[src/rtl/demux_dispatch_ctrl.sv]
// Dispatch controller for the 8-line 8-bit demultiplexer: buffers (dest, data)
// requests in a FIFO and steers each word to exactly one destination register.
module demux_dispatch_ctrl #(
  parameter int DEPTH       = 4,
  parameter int STALL_LIMIT = 15
) (
  input  logic                   clk,
  input  logic                   rst,
  input  logic [7:0]             in_data,
  input  logic [2:0]             in_dest,
  input  logic                   in_valid,
  output logic                   in_ready,
  input  logic [7:0]             dest_ready,
  output logic [7:0]             demux_in,
  output logic [2:0]             demux_sel,
  output logic [7:0]             load,
  output logic [$clog2(DEPTH):0] count,
  output logic                   idle,
  output logic                   stall
);

  localparam int AW = $clog2(DEPTH);
  localparam int CW = AW + 1;
  localparam logic [CW-1:0] FULL_CNT = CW'(DEPTH);
  localparam logic [7:0]    LIMIT    = 8'(STALL_LIMIT);

  logic [10:0]   mem [DEPTH];
  logic [AW-1:0] wr_ptr;
  logic [AW-1:0] rd_ptr;
  logic [7:0]    stall_cnt;
  logic [7:0]    stall_cnt_next;
  logic [10:0]   head;
  logic [2:0]    head_dest;
  logic [7:0]    head_data;
  logic          empty;
  logic          push;
  logic          pop;

  assign head      = mem[rd_ptr];
  assign head_dest = head[10:8];
  assign head_data = head[7:0];
  assign empty     = (count == '0);
  assign in_ready  = !rst && (count != FULL_CNT);
  assign push      = in_valid && in_ready;
  // Head-of-line: only the oldest entry's destination is ever consulted.
  assign pop       = !empty && dest_ready[head_dest];
  assign idle      = empty && (load == 8'h00);

  always_comb begin
    stall_cnt_next = stall_cnt;
    if (pop || empty) begin
      stall_cnt_next = 8'h00;
    end else if (stall_cnt != LIMIT) begin
      stall_cnt_next = stall_cnt + 8'h01;
    end
  end

  // Storage needs no reset: an entry is only read after it has been written.
  always_ff @(posedge clk) begin
    if (push) begin
      mem[wr_ptr] <= {in_dest, in_data};
    end
  end

  always_ff @(posedge clk) begin
    if (rst) begin
      wr_ptr    <= '0;
      rd_ptr    <= '0;
      count     <= '0;
      load      <= 8'h00;
      demux_sel <= 3'd0;
      demux_in  <= 8'h00;
      stall_cnt <= 8'h00;
      stall     <= 1'b0;
    end else begin
      if (push) begin
        wr_ptr <= wr_ptr + 1'b1;
      end
      if (pop) begin
        rd_ptr    <= rd_ptr + 1'b1;
        demux_sel <= head_dest;
        demux_in  <= head_data;
        load      <= 8'h01 << head_dest;
      end else begin
        load <= 8'h00;
      end
      case ({push, pop})
        2'b10:   count <= count + 1'b1;
        2'b01:   count <= count - 1'b1;
        default: count <= count;
      endcase
      stall_cnt <= stall_cnt_next;
      stall     <= (stall_cnt_next == LIMIT);
    end
  end

endmodule

[config.mk]
export PLATFORM = sky130hd
export DESIGN_NAME = demux_dispatch_ctrl
export DESIGN_NICKNAME = d
export VERILOG_FILES = /design/src/rtl/demux_dispatch_ctrl.sv
export SDC_FILE = /design/constraint.sdc
export NUM_CORES = 1
export LEC_CHECK = 0
export CAP_MARGIN = 20
export CORE_ASPECT_RATIO = 2
export CORE_MARGIN = 1
export CORE_UTILIZATION = 45
export DETAILED_ROUTE_END_ITERATION = 12
export GPL_TIMING_DRIVEN = 0
export PLACE_DENSITY = 0.76
export SETUP_SLACK_MARGIN = 0.15
export SLEW_MARGIN = 15
export SYNTH_ARGS = -nofsm -noshare
export SYNTH_HDL_FRONTEND = slang
export SYNTH_SLANG_ARGS = --single-unit
[constraint.sdc]
create_clock -name clk -period 3.7 [get_ports clk]
set_input_delay 1.11 -clock clk [delete_from_list [all_inputs] [get_ports clk]]
set_output_delay 1.11 -clock clk [all_outputs]
set_load 0.02 [all_outputs]
==> metrics.md, run 1 <==
| Metric | Value |
|---|---|
| Measured slew at the worst slew-check pin | `0.6517 ns` |
| CTS sink cnt | `81` |
| Post-CTS Repair Setup Buffers | `0` |
| Footprint of the multi-input gates | `1166 µm²` |
| FILL cells | `585` |
| Yosys warns | `0` |
| Synth Instances | `between 200 and 250` |
| Detailed-route DRC error count | `0` |
| Reg2reg setup slack | `about 0.43 ns` |
| Kind of critical path | `in2out` |
| Die area | `7728 µm²` |
| GRT Total Usage | `a little under a fifth` |
| Mapped Area | `about 3300 µm²` |
| Critical Path Start | `rst` |
| Fin. Hold Viols | `0` |
| Fin area | `4138 µm²` |
| Slew Limit Headroom | `56.55%` |
| Port Buffers | `46` |
| Reg area | `2062 µm²` |
| Synth top area cells | `edfxtp_1 (40%), dfxtp_1 (22%), mux4_1 (6.3%), mux2i_1 (4.2%), nor2_1 (4.0%)` |
| Largest net degree at the start of global routing | `12` |
| DP HPWL | `4.334 mm` |
| Yosys cell types | `39` |
| Status | `finished clean` |
| Initial antenna violation count | `0` |
| Final Wtd Congestion | `0.8104` |
| PD cells | `~640 nW/µm²` |
| Leak pwr | `0.001516 µW` |
| Vias post-DR | `2070` |
| Share of post-route cells with drive strength above 1 | `just under 8%` |
| Max Clock Freq | `296.6 MHz` |
| Via/cell ratio | `5.335` |
| Commonest non-fill, non-tap cell in the layout | `clkdlybuf4s50_1` |
| Initial Utilization | `46.99%` |
| Crit Path Max Fanout | `6` |
| First-pass GRT wire length | `10.31 mm` |
| Avg Cell Area, Syn | `~14 µm²` |
| Number of routed nets with antenna violations | `0` |
| Fin crit share | `roughly 90%` |
| Die X-Extent | `62.66 µm` |
| Worst R2R Path Depth | `13` |
| 1st-iter DRT viols | `85` |
| Clock skew | `just under 0.007 ns` |
| Critical Path Sink Type | `output pin` |
| Hold crit path type | `reg2reg` |
| Worst Setup EP | `in_ready` |
| Critical path launch point type | `input pin` |
| Final #Nets | `323` |
| Area Growth Syn to Fin | `24.93%` |
| I/O Pins | `47` |
| Final WS setup | `0.3280 ns` |
| GRT overflow | `0` |
| Number of core rows | `43` |
| Reg2reg end | `count[2]$_SDFFE_PP0P_` |
| Max Slew Vio Count | `0` |
| Drt wl/cell | `~16 µm` |
| Synth top area share | `approximately two fifths` |
| Yosys top cell by area | `edfxtp_1` |
| Synthesis-stage register bit count | `around 80` |
| Most frequent cells in the layout | `clkdlybuf4s50_1 (45), edfxtp_1 (44), dfxtp_1 (37)` |
| ANT cells | `0` |
| Clock Latency Late Sink | `0.33 ns` |
| TritonCTS clock tree | `built` |
| Final Setup Violations | `0` |
| Routed WL | `roughly 6 mm` |
| Vias in the first global route | `between 2000 and 2500` |
| Placed cell area | `approximately 4000 µm²` |
| Die height | `123.3 µm` |
| Max Cap Viol | `0` |
| Clock slew at reported path FFs | `around 0.06 ns` |
| Worst Path Arrival | `2.26 ns` |
| RSZ-0062 raised after global routing | `false` |
| Placeable Area | `7048 µm²` |
| Clock Tree Buf Depth | `2` |
| Root Buffer | `clkbuf_16` |
| Sequential fraction of the synthesis area | `62.26%` |
| Maximum level of the CTS H-tree | `3` |
| Minimum clock period | `3.372 ns` |
| Cts bufs inserted | `9` |
| IR drop worst, VDD | `0.3918 mV` |
| Place WS | `-0.05863 ns` |
| Synthesized Nets | `266` |
| CP Data Required Time | `2.59 ns` |
| TritonRoute pass-1 iters | `4` |
final cells by class:
cell class,count,share of cell area [%]
timing repair buffer,46,11.10
multi-input combinational,138,28.18
clock inverter,1,0.09072
sequential,81,49.83
buffer,6,1.089
inverter,12,1.089
tap,90,2.721
clock buffer,14,5.897
worst min-delay path by stage:
stage	depth (start not counted)	from	endpoint	slack (ns)
final	2	demux_sel[0]$_SDFFE_PP0P_	demux_sel[0]$_SDFFE_PP0P_	0.50
after global routing	2	demux_in[0]$_SDFFE_PP0P_	demux_in[0]$_SDFFE_PP0P_	0.55
after CTS	2	demux_sel[0]$_SDFFE_PP0P_	demux_sel[0]$_SDFFE_PP0P_	0.51
after detailed placement	2	rd_ptr[1]$_SDFFE_PP0P_	register	0.49
after global placement	2	rd_ptr[1]$_SDFFE_PP0P_	rd_ptr[1]$_SDFFE_PP0P_	0.48
after floorplan	2	rd_ptr[1]$_SDFFE_PP0P_	register	0.46
cells in the mapped netlist, drive strengths merged:
| library cell | n |
|---|---|
| nor2b | 1 |
| a41oi | 1 |
| a31oi | 1 |
| dfxtp | 37 |
| inv | 12 |
| nand4 | 1 |
| nand3 | 4 |
| mux2i | 14 |
| a221o | 3 |
| and3 | 7 |
| or3 | 3 |
| nand2 | 7 |
| mux4 | 12 |
| nor4b | 1 |
| edfxtp | 44 |
| and4 | 2 |
| a21oi | 4 |
| nor3 | 6 |
| ha | 6 |
| o41ai | 1 |
| xnor2 | 6 |
| o21ai | 4 |
| nor2 | 35 |
| xor2 | 5 |
| clkbuf | 2 |
| o221ai | 1 |
| buf | 4 |
| o31ai | 1 |
| and2 | 3 |
| fa | 1 |
| nand3b | 2 |
| o22ai | 1 |
| nor4 | 5 |
stage by stage:
stage	util (%)	power (µW)	TNS [ns]	std cells	hold slack, ns
global placement	55.12	1898	-0.05453	373	0.4768
floorplan	-	1639	0	237	0.4647
global route	58.71	2779	0	388	0.5455
detailed placement	55.12	1921	-0.05863	373	0.4893
finish	58.71	2655	0	388	0.5004
CTS	58.71	2683	0	388	0.5087
layer usage:
metal	track usage [%]	part of all wire, %	wire, µm	vias up
li1	-	-	-	994
met1	17.05	37	2290	1005
met2	34.85	56	3476	58
met3	5.258	4.6	281	13
met4	9.448	2.0	121	0
met5	0	0	0	-
sequential cells by signal (all words and copies together), names as in the netlist, named ones only:
register / cells
stall_cnt: 8
demux_sel: 3
demux_in: 8
stall: 1
rd_ptr: 2
count: 3
load: 8
mem: 44
wr_ptr: 2
timing repair:
action                                  4_1_cts  5_1_grt
resized for setup                             2        0
endpoints found under the setup margin        1        0
hold endpoints to repair                      0        0
hold buffers                                  0        0
cells by family after synthesis:
family	after synthesis	synth area share [%]
compound gates	17	4.231
xor+xnor	11	2.909
fa+ha+maj	7	2.871
buf+inv	18	2.720
flops	81	62.26
mux	26	13.30
simple gates	77	11.71
critical path, stage by stage:
cell and delay, ns:
clkdlybuf4s50_1 0.50, a31oi_2 0.28, dlygate4sd2_1 0.37
power by group:
| group | internal, µW | total [µW] | switching, µW |
|---|---|---|---|
| sequential | 1050 | 1110 | 66.0 |
| combinational | 369 | 783 | 414 |
| clock | 449 | 758 | 309 |
Power figures use the tool's default switching activity.
==> run 2: changes to the inputs <==
Settings changed: CORE_MARGIN 1 to 5.
==> run 2 against run 1 <==
Sequential share of layout area shrank 0.36 points. Flip-flop and latch count stayed put. Design area increased by 0.73%. Clock skew fell by 0.0022 ns. Worst hold slack got worse by 0.0048 ns. Register-to-register slack worse by 0.03 ns. Clock power rose by 6.3%.
==> metrics.md, run 2 (same netlist as run 1, synthesis figures left out) <==
| Metric | Value |
|---|---|
| Status | `finished clean` |
| Max stage delay cell, worst path | `clkdlybuf4s50_1` |
| 1st-iter DRT viols | `51` |
| Place WS | `-0.09950 ns` |
| Die X-Extent | `slightly above 70 µm` |
| Final Setup Violations | `0` |
| Critical path launch point type | `input pin` |
| IR drop worst, VDD | `0.4637 mV` |
| RSZ-0062 raised after global routing | `false` |
| Routed WL | `6.402 mm` |
| Maximum level of the CTS H-tree | `3` |
| Max Clock Freq | `293.3 MHz` |
| CTS sink cnt | `81` |
| Non-Filler Instances | `391` |
| Via/cell ratio | `5.276` |
| Worst path max stage delay | `0.51 ns` |
| Clock Tree Buf Depth | `2` |
| Worst Path Arrival | `2.30 ns` |
| Hold crit path type | `reg2reg` |
| Leak pwr | `0.001537 µW` |
| Max Cap Viol | `0` |
| TritonCTS clock tree | `built` |
| CP Data Required Time | `2.59 ns` |
| Detailed-route DRC error count | `0` |
| Measured slew at the worst slew-check pin | `~0.65 ns` |
| Worst path bufs/invs | `2` |
| Hold slack | `a little under 0.5 ns` |
| FILL cells | `591` |
| Biggest register | `mem` |
| Clock skew | `0.004690 ns` |
| Number of routed nets with antenna violations | `0` |
| Area Growth Syn to Fin | `25.84%` |
| ANT cells | `0` |
| Fin. Hold Viols | `0` |
| Initial antenna violation count | `0` |
| Largest net degree at the start of global routing | `13` |
| Clock slew at reported path FFs | `0.06 ns` |
| Root Buffer | `clkbuf_16` |
| TritonRoute pass-1 iters | `4` |
| DP HPWL | `around 4.6 mm` |
| Top delay family on crit path | `buffers and inverters` |
| Drt wl/cell | `16.37 µm` |
| Post-layout util | `between 50% and 60%` |
| Max reg flops | `44` |
| Commonest non-fill, non-tap cell in the layout | `clkdlybuf4s50_1` |
| GRT Total Usage | `about 14%` |
| Most frequent cells in the layout | `clkdlybuf4s50_1 (45), edfxtp_1 (44), dfxtp_1 (37)` |
| Share of post-route cells with drive strength above 1 | `9.365%` |
| First-pass GRT wire length | `about 10 mm` |
| Number of core rows | `44` |
| Critical Path Sink Type | `output pin` |
| GRT overflow | `0` |
| Vias post-DR | `2063` |
| Port Buffers | `46` |
| Crit Path Max Fanout | `6` |
| Max Slew Vio Count | `0` |
| Die height | `131.3 µm` |
| Die area | `a little over 9000 µm²` |
| Final WS setup | `about 0.29 ns` |
| Vias in the first global route | `about 2100` |
| CP Cell Sequence | `clkdlybuf4s50_1 -> a31oi_2 -> dlygate4sd2_1` |
| Kind of critical path | `in2out` |
| I/O Pins | `47` |
| Minimum clock period | `around 3.4 ns` |
| Cts bufs inserted | `9` |
| Fin crit share | `92.14%` |
| Placeable Area | `approximately 7000 µm²` |
| Final #Nets | `323` |
| PD cells | `649.9 nW/µm²` |
| CTS Hold Bufs | `0` |
| Placed insts | `375` |
| Initial Utilization | `45.92%` |
| Clock Latency Late Sink | `0.33 ns` |
| Final Wtd Congestion | `0.7813` |
| Slew Limit Headroom | `between 50% and 60%` |
==> run 2: worst register-to-register path: stages, from the launching register on <==
cell	delay, ns
dfxtp_1	0.40
buf_4	0.25
mux4_2	0.62
inv_1	0.08
a221o_1	0.18
o221ai_4	0.21
buf_12	0.21
inv_2	0.05
ha_1	0.16
inv_1	0.06
fa_1	0.37
xor2_1	0.17
or3_1	0.30
a21oi_1	0.15
==> run 2: cell type report <==
type | instances | area, µm² | share of cell area [%]
multi-input combinational | 138 | 1166 | 27.98
sequential | 81 | 2062 | 49.47
clock buffer | 13 | 260.3 | 6.244
inverter | 12 | 45.04 | 1.081
timing repair buffer | 46 | 459.2 | 11.02
tap | 92 | 115.1 | 2.762
buffer | 6 | 45.04 | 1.081
clock inverter | 3 | 15.01 | 0.3603
==> run 2: layer usage <==
metal	vias up	part of all wire, %	global-route usage (%)
met5	-	0	0
met4	0	2.8	7.845
met3	16	5.6	4.740
met2	49	57	26.57
met1	997	35	13.14
li1	1001	-	-
==> run 2: through the flow <==
step | cell area, µm² | total power (µW) | TNS (ns)
2_1_floorplan | 3312 | 1639 | 0
3_3_place_gp | 3887 | 1902 | -0.09624
3_5_place_dp | 3887 | 1928 | -0.09950
4_1_cts | 4168 | 2744 | 0
5_1_grt | 4168 | 2850 | 0
6_report | 4168 | 2709 | 0
==> run 2: repair_timing <==
action,4_1_cts,5_1_grt
gates resized for setup,2,0
buffers inserted,0,0
endpoints found under the setup margin,1,0
==> run 2: power by group <==
part	switching (µW)	leakage, µW	internal (µW)
registers	62.0	0.000700	1050
clock network	319	0.000139	487
logic	423	0.000698	369
total	804	0.00154	1900
==> run 2: path summary, 6_finish.rpt <==
kind,from,end,slack (ns),cells past startpoint
setup / recovery,rst,in_ready,0.29,3
hold / removal,demux_in[7]$_SDFFE_PP0P_,demux_in[7]$_SDFFE_PP0P_,0.50,2
setup reg to reg,register,count[2]$_SDFFE_PP0P_,0.40,13
hold reg to reg,demux_in[7]$_SDFFE_PP0P_,demux_in[7]$_SDFFE_PP0P_,0.50,2
==> RTL edit 1 (flow settings as in run 2) <==
The parameter `DEPTH` goes from 4 to 2.
--- a/src/rtl/demux_dispatch_ctrl.sv
+++ b/src/rtl/demux_dispatch_ctrl.sv
@@ -1,7 +1,7 @@
 // Dispatch controller for the 8-line 8-bit demultiplexer: buffers (dest, data)
 // requests in a FIFO and steers each word to exactly one destination register.
 module demux_dispatch_ctrl #(
-  parameter int DEPTH       = 4,
+  parameter int DEPTH       = 2,
   parameter int STALL_LIMIT = 15
 ) (
   input  logic                   clk,
Ports: changed (resized count); port bits go from 47 to 46. No check against the original RTL was run, so the function may have changed too.
==> RTL edit 1 against run 2 <==
  * Design area decreased by 28%
  * First-iteration DRC count decreased by 57%
  * Sequential share of layout area decreased by 5.6 points
  * Sequential cell count decreased by 26
  * Worst setup slack improved by 0.0039 ns
  * Routed wire length decreased by 24%
  * Clock power decreased by 60%
  * Worst hold slack got worse by 0.017 ns
  * Synthesized area decreased by 27%
  * Total power decreased by 27%
==> RTL edit 1: results (changes against run 2) <==
Outcome
  – Status: completed (unchanged)

Power
  – VDD IR max: 0.000612 V (was 0.000464 V)
  – Leak Pwr: 1.00 nW (was 1.54 nW)

Final layout
  – Clock buffers: 5 (was 13)
  – Inverters: 6 (was 12)
  – Multi-In Gates: 143 (was 138)
  – Buffers outside the clock class: 54 (was 52)
  – Clock network area share: 2.78% (was 6.60%)
  – Filler instances: 459 (was 591)
  – Nets@finish: 289 (was 323)
  – Max FFs per register: 22 (was 44)
  – Post-Layout Cell Count: 324 (was 391)
  – Share of post-route cells with drive strength above 1: 11.3% (was 9.36%)
  – Flip-flop and latch count: 55 (was 81)
  – Area grow syn2layout: 25.1% (was 25.8%)

Setup path
  – Arrival @ worst endpoint: 3.66 ns (was 2.30 ns)
  – R2R depth: 8 (was 13)
  – CP endpoint kind: flop (was primary output)
  – Crit path max fanout: 9 (was 6)
  – Crit path max-delay family: simple AND/OR/NAND/NOR gates (was buffers and inverters)
  – R2r setup slk: 1.05 ns (was 0.40 ns)

Clock network
  – Clock-pin slew on the worst setup and hold paths: 0.10 ns (was 0.06 ns)

Route
  – Starting DRT DRC Count: 22 (was 51)
  – Total Wirelength: 4890 um (was 6400 um)

Synth
  – Synth Area in Adders: 1.04% (was 2.87%)
  – Ys flop type: dfxtp_1 (was edfxtp_1)
  – Sequential fraction of the synthesis area: 54.9% (was 62.3%)
  – Area fraction in compound gates after synthesis: 13.9% (was 4.23%)
  – Library cells used by synthesis: 51 (was 39)

Worst hold path
  – Hold Crit Depth: 1 (was 2)

Placement
  – Placed Area: 2930 sq um (was 3890 sq um)
  – HPWL Detailed: 3730 um (was 4600 um)

Timing
  – Max Clock Freq: 0.294 GHz (was 0.293 GHz)
  – Clock Skew: 0.0111 ns (was 0.00469 ns)

GRT
  – First-pass GRT wire length: 8130 um (was 10,100 um)
  – Gr usage total: 15.8% (was 14.3%)
  – Largest net degree at the start of global routing: 17 (was 13)

Die
  – Die W: 61.7 um (was 70.7 um)
## RTL edit 1: changes by cell type in the layout (fill, tap and decap cells not counted), sizes merged, moves of 4 or more
cell | run 2 | this run
ha | 6 | 2
clkbuf | 15 | 7
inv | 12 | 6
nand2b | 0 | 4
mux2i | 14 | 10
a211oi | 0 | 10
mux4 | 12 | 0
a21oi | 4 | 12
nor2 | 35 | 14
edfxtp | 44 | 22
dfxtp | 37 | 33
nor3 | 6 | 22
mux2 | 0 | 4
## RTL edit 1: where the power goes
part           internal [mW]  total [mW]  switching [mW]
Sequential             0.734       0.814          0.0796
Clock                  0.130       0.320           0.190
Combinational          0.381       0.847           0.466
## RTL edit 1: routing by layer
layer,global-route usage [%],vias up,routed length [um]
li1,-,906,-
met4,8.64,0,150
met5,0,-,0
met2,28.2,41,2690
met1,16.1,841,1860
met3,3.28,9,189
## RTL edit 1: repair_timing
item	CTS	global route
hold endpoints to repair	0	0
resized for setup	1	0
endpoints found under the setup margin	1	0
buffers inserted	0	0
==> RTL edit 2 (settings of run 2) <==
Made on the original files. Make the reset (`rst`) asynchronous in one clocked block.
--- a/src/rtl/demux_dispatch_ctrl.sv
+++ b/src/rtl/demux_dispatch_ctrl.sv
@@ -62,7 +62,7 @@
     end
   end
 
-  always_ff @(posedge clk) begin
+  always_ff @(posedge clk or posedge rst) begin
     if (rst) begin
       wr_ptr    <= '0;
       rd_ptr    <= '0;
Function: differs if rst is asserted again (counterexample within 4 cycles, from zero or initial values and one cycle with rst high); with rst held inactive, the same outputs for 10 cycles.
==> RTL edit 2 against run 2 <==
  * Routed wire length fell by 4.6%
  * Worst setup slack improved by 0.097 ns
  * Non-clock buffer count rose by 1
  * Total power rose by 35%
  * Design area rose by 2.1%
  * Sequential power rose by 14%
  * Synthesized area rose by 1.7%
  * Critical path depth rose by 10
  * Sequential cell count fell by 2
  * Highest routed layer unchanged
==> RTL edit 2: results (changes against run 2) <==
Outcome
  – Status: completed (unchanged)

Synth
  – Sequential fraction of the synthesis area: 65.3% (was 62.3%)
  – Library cells used by synthesis: 35 (was 39)
  – Post-synth ARST share: 44.3% (was 0%)
  – Mux contribution to synthesized area: 13.4% (was 13.3%)
  – Syn_area_per_cell: 15.4 sq um (was 14.0 sq um)
  – Top area cells in the synthesized netlist: edfxtp_1 (39%), dfrtp_1 (26%), mux4_2 (8.7%), mux2_2 (2.3%), ha_1 (2.2%) (was edfxtp_1 (40%), dfxtp_1 (22%), mux4_1 (6.3%), mux2i_1 (4.2%), nor2_1 (4.0%))
  – Post-Synth XOR/XNOR Area: 3.12% (was 2.91%)
  – Area fraction in compound gates after synthesis: 2.97% (was 4.23%)

Clock network
  – Clock-pin slew on the worst setup and hold paths: 0.06 ns (about the same)
  – CTS root buffer: clkbuf_16 (unchanged)

Final layout
  – Share of post-route cells with drive strength above 1: 17.1% (was 9.36%)
  – Nets@finish: 304 (was 323)

Setup path
  – Crit path max fanout: 10 (was 6)
  – Arrival @ worst endpoint: 3.57 ns (was 2.30 ns)
  – Crit path largest cell delay: 0.46 ns (was 0.51 ns)

Power
  – Combinational power share: 40.7% (was 29.2%)
  – Leak Pwr: 1.63 nW (was 1.54 nW)
  – Sw frac: 31.8% (was 29.7%)

GRT
  – First-pass GRT wire length: 10,100 um (about the same)
  – Gr usage total: 14.3% (about the same)
  – Largest net degree at the start of global routing: 36 (was 13)
  – Vias in the first global route: 2,076 (was 2,119)

Timing
  – Clock Skew: 0.00463 ns (was 0.00469 ns)
  – Worst-Margin Slew: 0.805 ns (was 0.645 ns)

Placement
  – Post-place setup slack: 0.00115 ns (was -0.0995 ns)
  – HPWL Detailed: 4340 um (was 4600 um)
  – Dpl cells: 356 (was 375)

Route
  – Vias: 1,968 (was 2,063)
  – Vias/cell: 5.29 (was 5.28)
-- RTL edit 2: cell count changes in the layout (fill, tap and decap cells not counted), sizes merged, moves of 3 or more --
| cell | delta |
|---|---|
| mux2i | -12 |
| a221o | -3 |
| nor3 | -3 |
| nor3b | +4 |
| nand2b | +6 |
| nor2 | -20 |
| or3 | -3 |
| dfrtp | +35 |
| or2 | +4 |
| dfxtp | -37 |
| nand3 | +3 |
| mux2 | +11 |
-- RTL edit 2: logic make-up after synthesis --
group | count (synthesis)
AO/OA/AOI/OAI | 15
XOR/XNOR | 12
adder cells (fa/ha/maj) | 7
buffers and inverters | 18
flip-flops | 79
multiplexers | 26
AND/OR/NAND/NOR | 61
-- RTL edit 2: per-layer routing --
metal / up-vias / GRT usage, % / part of all wire [%]
met3: 13 / 3.74 / 4.8
met5: - / 0 / 0
li1: 921 / - / -
met2: 54 / 25.2 / 56
met4: 0 / 9.31 / 3.6
met1: 980 / 14.4 / 36
-- RTL edit 2: final cells by class --
| cell class | instances | area, sq um |
|---|---|---|
| clock inverter | 5 | 73.8 |
| timing repair buffer | 46 | 459 |
| inverter | 11 | 41.3 |
| sequential | 79 | 2200 |
| fill | 582 | 3010 |
| tap | 92 | 115 |
| buffer | 7 | 50.0 |
| multi-input combinational | 121 | 1080 |
| clock buffer | 11 | 233 |
-- RTL edit 2: worst paths after layout --
check / cells after the start / end / from / slack, ns
worst min-delay path: 1 / demux_in[3] / demux_in[3] / 0.50
max in group asynchronous: 2 / demux_in[3] / rst / 1.93
min in group asynchronous: 2 / count[1] / rst / 1.27
worst max register to register: 14 / count[2] / rd_ptr[0] / 0.41
worst max-delay path: 13 / count[2] / dest_ready[5] / 0.39
worst min register to register: 1 / demux_in[3] / demux_in[3] / 0.50
-- RTL edit 2: repair_timing --
item / CTS / global route
resized for setup: 2 / 0
endpoints found under the hold margin: 0 / 0
endpoints found under the setup margin: 1 / 0
-- RTL edit 2: metrics by stage --
step / cell area [sq um] / hold WS [ns]
4_1_cts: 4250 / 0.507
3_3_place_gp: 3940 / 0.493
3_5_place_dp: 3940 / 0.499
5_1_grt: 4250 / 0.527
6_report: 4250 / 0.502
2_1_floorplan: 3370 / 0.560
-- RTL edit 2: worst reg2reg max path, cell delays in order, from the launching register on --
cell and delay, ns:
dfrtp_1 0.34, buf_6 0.13, mux4_2 0.57, nand2b_1 0.22, a2bb2oi_2 0.15, a31oi_1 0.24
and2_1 0.18, buf_6 0.15, buf_6 0.17, ha_1 0.20, inv_1 0.06, fa_1 0.37
xor2_1 0.15, nor2_1 0.12, xor2_1 0.15
